## src/rtl/updown_counter_if.sv

```systemverilog
// updown_counter_if: request/load inputs and count/flag outputs of the up/down counter.
interface updown_counter_if #(
    parameter int WIDTH = 4
);
    logic             increment;
    logic             decrement;
    logic             load;
    logic [WIDTH-1:0] load_value;
    logic [WIDTH-1:0] count;
    logic             at_max;
    logic             at_zero;
    logic             overflow;
    logic             underflow;
    modport master (
        output increment, decrement, load, load_value,
        input  count, at_max, at_zero, overflow, underflow
    );
    modport slave (
        input  increment, decrement, load, load_value,
        output count, at_max, at_zero, overflow, underflow
    );
endinterface

```

## src/rtl/updown_counter.sv

```systemverilog
// updown_counter: WIDTH-bit up/down counter over 0..MAX_VALUE with clamped load and boundary pulses.
// Define UPDOWN_COUNTER_SATURATE_EN to saturate at the boundaries instead of wrapping.
module updown_counter #(
    parameter int               WIDTH     = 4,
    parameter logic [WIDTH-1:0] MAX_VALUE = {WIDTH{1'b1}}
) (
    input logic            clk,
    input logic            reset,
    updown_counter_if.slave bus
);
`ifdef UPDOWN_COUNTER_SATURATE_EN
    localparam logic [WIDTH-1:0] UP_LIMIT = MAX_VALUE;
    localparam logic [WIDTH-1:0] DN_LIMIT = '0;
`else
    localparam logic [WIDTH-1:0] UP_LIMIT = '0;
    localparam logic [WIDTH-1:0] DN_LIMIT = MAX_VALUE;
`endif
    logic [WIDTH-1:0] r_count;
    logic             r_overflow;
    logic             r_underflow;
    logic [WIDTH:0]   w_sum;
    logic             w_past_max;
    logic             w_at_zero;
    logic             w_up;
    logic             w_dn;
    logic [WIDTH-1:0] w_load_clamped;
    logic [WIDTH-1:0] w_next;
    // Step computed one bit wider so the terminal comparison cannot alias.
    assign w_sum          = {1'b0, r_count} + {{WIDTH{1'b0}}, 1'b1};
    assign w_past_max     = w_sum > {1'b0, MAX_VALUE};
    assign w_at_zero      = r_count == '0;
    assign w_up           = !bus.load && bus.increment && !bus.decrement;
    assign w_dn           = !bus.load && bus.decrement && !bus.increment;
    assign w_load_clamped = (bus.load_value > MAX_VALUE) ? MAX_VALUE : bus.load_value;
    always_comb begin
        w_next = bus.load ? w_load_clamped :
                 w_up     ? (w_past_max ? UP_LIMIT : w_sum[WIDTH-1:0]) :
                 w_dn     ? (w_at_zero ? DN_LIMIT : r_count - 1'b1) :
                            r_count;
    end
    always_ff @(posedge clk or posedge reset) begin
        if (reset) begin
            r_count     <= '0;
            r_overflow  <= 1'b0;
            r_underflow <= 1'b0;
        end else begin
            r_count     <= w_next;
            r_overflow  <= w_up && w_past_max;
            r_underflow <= w_dn && w_at_zero;
        end
    end
    assign bus.count     = r_count;
    assign bus.at_max    = r_count == MAX_VALUE;
    assign bus.at_zero   = w_at_zero;
    assign bus.overflow  = r_overflow;
    assign bus.underflow = r_underflow;
endmodule

```

## src/flat_wrapper.sv

```systemverilog
// flat-port wrapper written by rule: the top's interface ports become plain ports
module updown_counter_flat 
#(
    parameter int               WIDTH     = 4,
    parameter logic [WIDTH-1:0] MAX_VALUE = {WIDTH{1'b1}}
)
  (clk, reset, bus_increment, bus_decrement, bus_load, bus_load_value, bus_count, bus_at_max, bus_at_zero, bus_overflow, bus_underflow);
  updown_counter_if #(.WIDTH(WIDTH)) bus_i ();
  input logic clk;
  input logic reset;
  input wire logic [$bits(bus_i.increment)-1:0] bus_increment;
  input wire logic [$bits(bus_i.decrement)-1:0] bus_decrement;
  input wire logic [$bits(bus_i.load)-1:0] bus_load;
  input wire logic [$bits(bus_i.load_value)-1:0] bus_load_value;
  output wire logic [$bits(bus_i.count)-1:0] bus_count;
  output wire logic [$bits(bus_i.at_max)-1:0] bus_at_max;
  output wire logic [$bits(bus_i.at_zero)-1:0] bus_at_zero;
  output wire logic [$bits(bus_i.overflow)-1:0] bus_overflow;
  output wire logic [$bits(bus_i.underflow)-1:0] bus_underflow;
  assign bus_i.increment = bus_increment;
  assign bus_i.decrement = bus_decrement;
  assign bus_i.load = bus_load;
  assign bus_i.load_value = bus_load_value;
  assign bus_count = bus_i.count;
  assign bus_at_max = bus_i.at_max;
  assign bus_at_zero = bus_i.at_zero;
  assign bus_overflow = bus_i.overflow;
  assign bus_underflow = bus_i.underflow;
  updown_counter #(.WIDTH(WIDTH), .MAX_VALUE(MAX_VALUE)) u_core (.clk(clk), .reset(reset), .bus(bus_i));
endmodule
```

## config.mk

```make
export PLATFORM = sky130hd
export DESIGN_NAME = updown_counter_flat
export DESIGN_NICKNAME = d
export VERILOG_FILES = /design/src/rtl/updown_counter_if.sv /design/src/rtl/updown_counter.sv /design/src/flat_wrapper.sv
export SDC_FILE = /design/constraint.sdc
export NUM_CORES = 1
export LEC_CHECK = 0
export ABC_AREA = 1
export CAP_MARGIN = 15
export CORE_AREA = 10 10 47 49
export DETAILED_ROUTE_END_ITERATION = 6
export DIE_AREA = 0 0 57 59
export GPL_ROUTABILITY_DRIVEN = 1
export GPL_TIMING_DRIVEN = 0
export PLACE_DENSITY = 0.69
export SYNTH_ARGS = -nofsm -noshare
export SYNTH_HDL_FRONTEND = slang
export SYNTH_SLANG_ARGS = --single-unit
```

## constraint.sdc

```tcl
create_clock -name clk -period 2.4 [get_ports clk]
set_clock_uncertainty 0.05 [all_clocks]
set_input_delay 0.36 -clock clk [delete_from_list [all_inputs] [get_ports clk]]
set_output_delay 0.36 -clock clk [all_outputs]
set_load 0.02 [all_outputs]
```

# --- Word level (Yosys, flattened, before mapping) ---
# Cells that the tools add are included.
totals:
  register_bits: 6
  out_inout_bits: 8
  word_cells: 25
classes:
  addsub: 2
  n_lt_le_gt_ge: 2
  eq_ne: 1
  mux: 6
  reduce_logical: 11
op_table:
  columns: ["cell", "count"]
  rows:
  - ["$mux 4", 6]
  - ["$logic_and 1x1->1", 6]
  - ["$add 4x1->5 const B", 1]
  - ["$gt 5x4->1 const B", 1]
  - ["$eq 4x4->1 const B", 1]
  - ["$gt 4x4->1 const B", 1]
  - ["$logic_not 4->1", 1]
  - ["$sub 4x1->4 const B", 1]
  - ["$logic_not 1->1", 3]
  - ["$reduce_bool 3->1", 1]

# --- Longest topological paths before layout ---
# Gate-level depths: netlist of run 1.
logic_depth:
  ltp_word: 6
  ltp_mapped: 10
  ltp_nobuf: 10

# --- Worst setup path after synthesis of run 1 ---
# OpenSTA, ideal clock, no wires.
synth_timing:
  path_kind: "reg2reg"
  from: "register u_core.r_count[1], in the netlist u_core.bus.count[1]"
  to: "register u_core.r_count[0], in the netlist u_core.bus.count[0]"
  arrival_ns: 1.523
  t_required_ns: 2.228
  setup_slack_ns: 0.706
  stages_incl_launch_ff: 9
  cell_sequence: "dfrtp_1 > ha_1 > nand2_2 > nor2_1 > inv_1 > nand2_2 > nand2_2 > nand3_1 > nand2_1"
synth_between:
  elab_chain_cells: 5
  word_cells_on_any_way: 8
  cone_classes: "add/sub: 1; order compare: 1; mux: 5; reduce/logical: 1"
synth_lines:
  columns: ["item", "line_no", "rtl"]
  rows:
  - ["start, declared", "updown_counter.sv:18", "logic [WIDTH-1:0] r_count;"]
  - ["start signal, assigned", "updown_counter.sv:47", "r_count <= w_next;"]
  - ["$add 4x1->5 or $logic_not 4->1 (tied branches)", "updown_counter.sv:29, updown_counter.sv:31", null]
  - ["$gt 5x4->1 or $mux 4 (tied branches)", "updown_counter.sv:30, updown_counter.sv:38", null]
  - ["$mux 4, on equally long branches", "updown_counter.sv:37, updown_counter.sv:38", null]
  - ["$mux 4 (*)", "updown_counter.sv:37", "w_up ? (w_past_max ? UP_LIMIT : w_sum[WIDTH-1:0]) :"]
  - ["$mux 4 (*)", "updown_counter.sv:36", "w_next = bus.load ? w_load_clamped :"]
# Mark *: on every way between the ends. The rest lies on a longest branch, timed or not. The select of a mux whose other input is x is not followed.
# A chain may end at the register's enable or synchronous reset.

# --- Worst setup path in the final report of run 1 ---
layout_timing:
  from: "register u_core.r_count[1], in the netlist u_core.bus.count[1]"
  to: "output port bus_at_max"
layout_between:
  elab_chain_cells: 1
layout_lines:
  columns: ["item", "line_no", "rtl"]
  rows:
  - ["$eq 4x4->1", "updown_counter.sv:53", "assign bus.at_max = r_count == MAX_VALUE;"]
  - ["end, declared", "flat_wrapper.sv:16", "output wire logic [$bits(bus_i.at_max)-1:0] bus_at_max;"]
# No other way between the ends.

==> results of run 1 <==
-- registers in the layout, indices dropped and copies added, names as in the netlist --
name / cells
u_core.bus.underflow: 1
u_core.bus.count: 4
u_core.bus.overflow: 1
-- cell usage after synthesis --
cell type	count
a21oi_1	1
a22oi_1	1
dfrtp_1	6
ha_1	3
inv_1	16
inv_2	1
nand2_1	24
nand2_2	5
nand3_1	10
nand3_2	1
nand4_1	1
nor2_1	6
nor2_2	1
nor3b_1	1
nor4_1	1
o21ai_0	4
-- area by class of cell --
class	count	area [um^2]
clock buffer	3	22.5
fill	155	682
inverter	17	63.8
multi-input combinational	59	300
sequential	6	150
tap	16	20.0
timing repair buffer	16	163
-- power by group --
group	total (W)	leakage [nW]	switching, W	internal (W)
clock	0.0000939	0.0138	0.0000373	0.0000566
combinational	0.000200	0.319	0.000114	0.0000862
sequential	0.000144	0.0752	0.0000290	0.000115
-- logic make-up (layout without fill, tap and decap cells) --
| family | count (synthesis) | after routing | share of synthesized area (%) |
|---|---|---|---|
| flip-flops | 6 | 6 | 29.2 |
| AO/OA/AOI/OAI | 6 | 6 | 6.33 |
| adder cells (fa/ha/maj) | 3 | 3 | 7.30 |
| AND/OR/NAND/NOR | 50 | 50 | 44.8 |
| buffers and inverters | 17 | 36 | 12.4 |
-- metal layers --
metal,vias up,track usage [%]
li1,292,-
met1,244,9.10
met2,15,14.9
met3,4,2.79
met4,0,8.05
met5,-,0
-- critical path: stages (launching register included) --
cell and delay (ns):
dfrtp_1 0.49, ha_1 0.24, nand2_2 0.07, nor2_1 0.14, clkdlybuf4s50_1 0.62
-- worst max path at each step --
stage,startpoint,to,slack [ns],cells after the start
global placement,u_core.bus.count[0],bus_at_zero,0.32,5
floorplan,u_core.bus.count[1],u_core.bus.count[0],0.71,8
finish,u_core.bus.count[1],bus_at_max,0.18,4
global route,u_core.bus.count[1],bus_at_max,0.04,4
CTS,u_core.bus.count[0],bus_at_zero,0.04,5
detailed placement,u_core.bus.count[0],bus_at_zero,0.31,5
-- timing repair --
item                                    in CTS  in global routing
endpoints found under the setup margin       0                  1
hold buffers                                 0                  0
gates resized for setup                      0                  1
-- metrics by stage --
step / utilization (%) / setup slack [ns] / cells / hold WS (ns)
after floorplan: - / 0.706 / 82 / 0.101
after global placement: 49.6 / 0.318 / 114 / 0.521
after detailed placement: 49.6 / 0.314 / 114 / 0.519
after CTS: 51.2 / 0.0356 / 117 / 0.260
after global routing: 51.3 / 0.0449 / 117 / 0.286
final: 51.3 / 0.178 / 117 / 0.263
==> results.json, run 1 <==
{
  "outcome": "finished clean",
  "drt_iter0_drc": 12,
  "fp-row-count": 14,
  "synth-seq-area-share_pct": 29.2,
  "ios": 17,
  "coreArea_um2": 1400,
  "final_area_um2": 719,
  "crit_path_end_kind": "primary output",
  "yosys_warnings": 0,
  "drive_above_1_share_pct": 10.9,
  "insertion_delay_ns": 0.25,
  "overflow": 0,
  "place_hpwl_mm": 1.09,
  "grt_antenna_before_repair": 0,
  "period_minus_slack_ns": 2.22,
  "r2r-start": "u_core.bus.count[0]",
  "ir_drop_v": 0.000232,
  "netlist_instances": 82,
  "final_common_cell": "nand2_1",
  "ys_ff_latch": 6,
  "ant_nets": 0,
  "yosysTopAreaCell": "dfrtp_1",
  "die_h_um": 59,
  "cts.sinks": 6,
  "slew_viol_final": 0,
  "max_freq_mhz": 450,
  "start_util_pct": 36.7,
  "synth_area_per_cell_um2": 6.27,
  "grt_pass1_vias": 584,
  "syn_area_um2": 514,
  "post_cts_buffers": 0,
  "die-area_um2": 3360,
  "top_layer": "met4",
  "power.density_cell_area_nw_per_um2": 609,
  "htree_levels": 1,
  "die_x_um": 57,
  "routed-wl-met2_um": 684,
  "fin_nets": 115,
  "clock_path_buffers": 2,
  "critPathRequiredTime_ns": 1.99,
  "cp_max_fo": 8,
  "grt_max_degree": 9,
  "slew_headroom_pct": 81.6,
  "synth_cell_types": 16,
  "n_antenna_cell": 0,
  "leakagePower_nw": 0.408,
  "setup-violations-final": 0,
  "max_slew.worst_pin.slew_ns": 0.276,
  "portBuffers": 16,
  "crit_type": "register to primary output",
  "regToRegSetupSlack_ns": 0.71,
  "arrival_ns": 1.81,
  "period_share_pct": 92.6,
  "synth_nets": 94,
  "routabilityCongestion": 0.866,
  "hold_viol": 0,
  "tns_ns": 0,
  "wl_mm": 1.34,
  "path_clk_slew_ns": 0.05,
  "startpoint_type": "register",
  "vias_per_cell": 4.74,
  "grt_first_pass_wirelength_mm": 2.41,
  "p_total_w": 0.000438,
  "layout_common_cells": "nand2_1 (24), inv_1 (16), clkdlybuf4s50_1 (15)",
  "cts_root_buffer": "clkbuf_4",
  "grt_usage_pct": 9.06,
  "drt_pass1_iterations": 4,
  "cts_tree": "built",
  "hp-class": "primary input to asynchronous set/reset pin",
  "drc_errors": 0,
  "wl_met3_um": 47,
  "synth_area_leaders": "dfrtp_1 (29%), nand2_1 (18%), inv_1 (12%), nand3_1 (9.7%), ha_1 (7.3%)",
  "vias": 555,
  "wire_per_inst_um": 11.4,
  "numCtsBuffers": 3,
  "cap_violations": 0,
  "drt-met1-wl_um": 574,
  "placed_cell_area_um2": 694,
  "post-synth-top-area-fraction_pct": 29.2,
  "rsz0062_at_grt": "false",
  "r2r-end": "u_core.bus.count[0]",
  "area_growth_syn_to_layout_pct": 39.9,
  "r2r_cells": 9
}
No activity file was read; power rests on OpenSTA's default activity.
==> run 2: changes to the inputs <==
--- a/config.mk
+++ b/config.mk
@@ -10,7 +10,7 @@
 export CORE_AREA = 10 10 47 49
 export DETAILED_ROUTE_END_ITERATION = 6
 export DIE_AREA = 0 0 57 59
-export GPL_ROUTABILITY_DRIVEN = 1
+export GPL_ROUTABILITY_DRIVEN = 0
 export GPL_TIMING_DRIVEN = 0
 export PLACE_DENSITY = 0.69
 export SYNTH_ARGS = -nofsm -noshare
==> results of run 2 <==
Final layout, timing and power as in run 1 (identical DEF).
==> run 3: changes to the inputs <==
--- a/config.mk
+++ b/config.mk
@@ -6,13 +6,14 @@
 export NUM_CORES = 1
 export LEC_CHECK = 0
 export ABC_AREA = 1
-export CAP_MARGIN = 15
+export CAP_MARGIN = 0
 export CORE_AREA = 10 10 47 49
 export DETAILED_ROUTE_END_ITERATION = 6
 export DIE_AREA = 0 0 57 59
 export GPL_ROUTABILITY_DRIVEN = 0
 export GPL_TIMING_DRIVEN = 0
 export PLACE_DENSITY = 0.69
+export SLEW_MARGIN = 15
 export SYNTH_ARGS = -nofsm -noshare
 export SYNTH_HDL_FRONTEND = slang
 export SYNTH_SLANG_ARGS = --single-unit
==> constraint.sdc (replaced) <==
create_clock -name clk -period 2.9 [get_ports clk]
set_clock_uncertainty 0.05 [all_clocks]
set_input_delay 0.435 -clock clk [delete_from_list [all_inputs] [get_ports clk]]
set_output_delay 0.435 -clock clk [all_outputs]
set_load 0.02 [all_outputs]
==> run 3 against run 2 <==
Worst setup slack better by 0.31 ns. First-iteration DRC count is 8.3% higher. Register-to-register slack better by 0.51 ns. Die area stayed put. Cell count stayed put. Sequential share of layout area is 0.073 points higher. Critical path depth is 1 higher. Global-route usage is 0.13 points lower. Wire length is 0.60% lower. Worst hold slack better by 0.073 ns. Largest power group unchanged. Utilization is 0.18 points lower. Flip-flop and latch count stayed put. Critical endpoint is now bus_at_zero.
==> results.json, run 3 (same netlist as run 1, synthesis figures left out) <==
{
  "wl_mm": 1.33,
  "tns_ns": 0,
  "insertion_delay_ns": 0.25,
  "ctsResizeCount": 0,
  "crit_type": "register to primary output",
  "final_common_cell": "nand2_1",
  "max_freq_mhz": 415,
  "r2r_cells": 9,
  "cts_tree": "built",
  "grt_pass1_vias": 583,
  "layout_common_cells": "nand2_1 (24), inv_1 (16), clkdlybuf4s50_1 (16)",
  "arrival_ns": 1.93,
  "grt_usage_pct": 8.93,
  "clock_path_buffers": 2,
  "fin_nets": 115,
  "setup-violations-final": 0,
  "crit_path_end_kind": "primary output",
  "start_util_pct": 36.7,
  "dp.cells": 114,
  "period_minus_slack_ns": 2.41,
  "area_growth_syn_to_layout_pct": 39.4,
  "htree_levels": 1,
  "fin_cells": 117,
  "hp-class": "primary input to asynchronous set/reset pin",
  "hold_buffers": 0,
  "post-route-worst-setup-slack_ns": 0.488,
  "overflow": 0,
  "post_cts_buffers": 0,
  "drt-met1-wl_um": 567,
  "top_layer": "met4",
  "grt_first_pass_wirelength_mm": 2.39,
  "dpl_worst_slack_ns": 0.739,
  "critPathRequiredTime_ns": 2.41,
  "numCtsBuffers": 3,
  "grt_antenna_before_repair": 0,
  "ios": 17,
  "wl_met3_um": 61,
  "path_clk_slew_ns": 0.05,
  "drt_pass1_iterations": 4,
  "die-area_um2": 3360,
  "startpoint_type": "register",
  "power.density_cell_area_nw_per_um2": 507,
  "grt_max_degree": 9,
  "drt_iter0_drc": 13,
  "n_fill_cell": 155,
  "fp-row-count": 14,
  "drive_above_1_share_pct": 10.9,
  "cp_max_fo": 7,
  "wire_per_inst_um": 11.4,
  "vias_per_cell": 4.79,
  "n_antenna_cell": 0,
  "routed-wl-met2_um": 627,
  "slew_headroom_pct": 81.2,
  "die_h_um": 59,
  "ant_nets": 0,
  "place_hpwl_mm": 1.09,
  "rsz0062_at_grt": "false",
  "hold_viol": 0,
  "coreArea_um2": 1400,
  "slew_viol_final": 0,
  "max_slew.worst_pin.slew_ns": 0.282,
  "largest_reg_flops": 4,
  "cap_violations": 0,
  "cts.sinks": 6,
  "vias": 561,
  "outcome": "finished clean",
  "leakagePower_nw": 0.390,
  "period_share_pct": 83.2,
  "die_x_um": 57,
  "drc_errors": 0,
  "portBuffers": 16,
  "ir_drop_v": 0.000192,
  "cts_root_buffer": "clkbuf_4"
}
==> run 3: layout make-up <==
| type | count | area (um^2) | area share, % |
|---|---|---|---|
| flip-flops and latches | 6 | 150 | 20.9 |
| inverters | 17 | 63.8 | 8.90 |
| clock buffers | 3 | 22.5 | 3.14 |
| multi-input cells | 59 | 300 | 41.9 |
| well taps | 16 | 20.0 | 2.79 |
| repair buffers | 16 | 160 | 22.3 |
==> run 3: power breakdown <==
group | total (W) | switching, W | internal (W) | leakage [nW]
registers | 0.000119 | 0.0000241 | 0.0000953 | 0.0752
clock network | 0.0000785 | 0.0000316 | 0.0000469 | 0.0138
logic | 0.000166 | 0.0000944 | 0.0000716 | 0.301
==> run 3: final timing paths <==
kind / from / end / slack (ns)
max: u_core.bus.count[0] / bus_at_zero / 0.49
min: reset / u_core.bus.count[1] / 0.34
max reg2reg: u_core.bus.count[0] / u_core.bus.count[0] / 1.22
min reg2reg: u_core.bus.count[3] / u_core.bus.underflow / 0.52
max in group asynchronous: reset / u_core.bus.count[0] / 2.27
min in group clk: u_core.bus.count[3] / u_core.bus.underflow / 0.52
==> run 3: layer usage <==
layer / GRT usage (%) / vias to the layer above
li1: - / 292
met1: 9.10 / 245
met2: 14.9 / 17
met3: 2.15 / 7
met4: 8.05 / 0
met5: 0 / -
==> run 3: through the flow <==
step / power (W) / util [%] / hold slack, ns / instance area, um^2
final: 0.000364 / 51.2 / 0.336 / 717
after global routing: 0.000400 / 51.2 / 0.356 / 717
after CTS: 0.000368 / 51.2 / 0.335 / 717
after detailed placement: 0.000287 / 49.6 / 0.519 / 694
after global placement: 0.000283 / 49.6 / 0.521 / 694
after floorplan: 0.000222 / - / 0.176 / 514
==> run 3: critical path: stages, from the launching register on <==
cell             delay [ns]
dfrtp_1                0.45
inv_1                  0.17
ha_1                   0.19
nand2_1                0.10
nor2_1                 0.14
clkdlybuf4s50_1        0.63
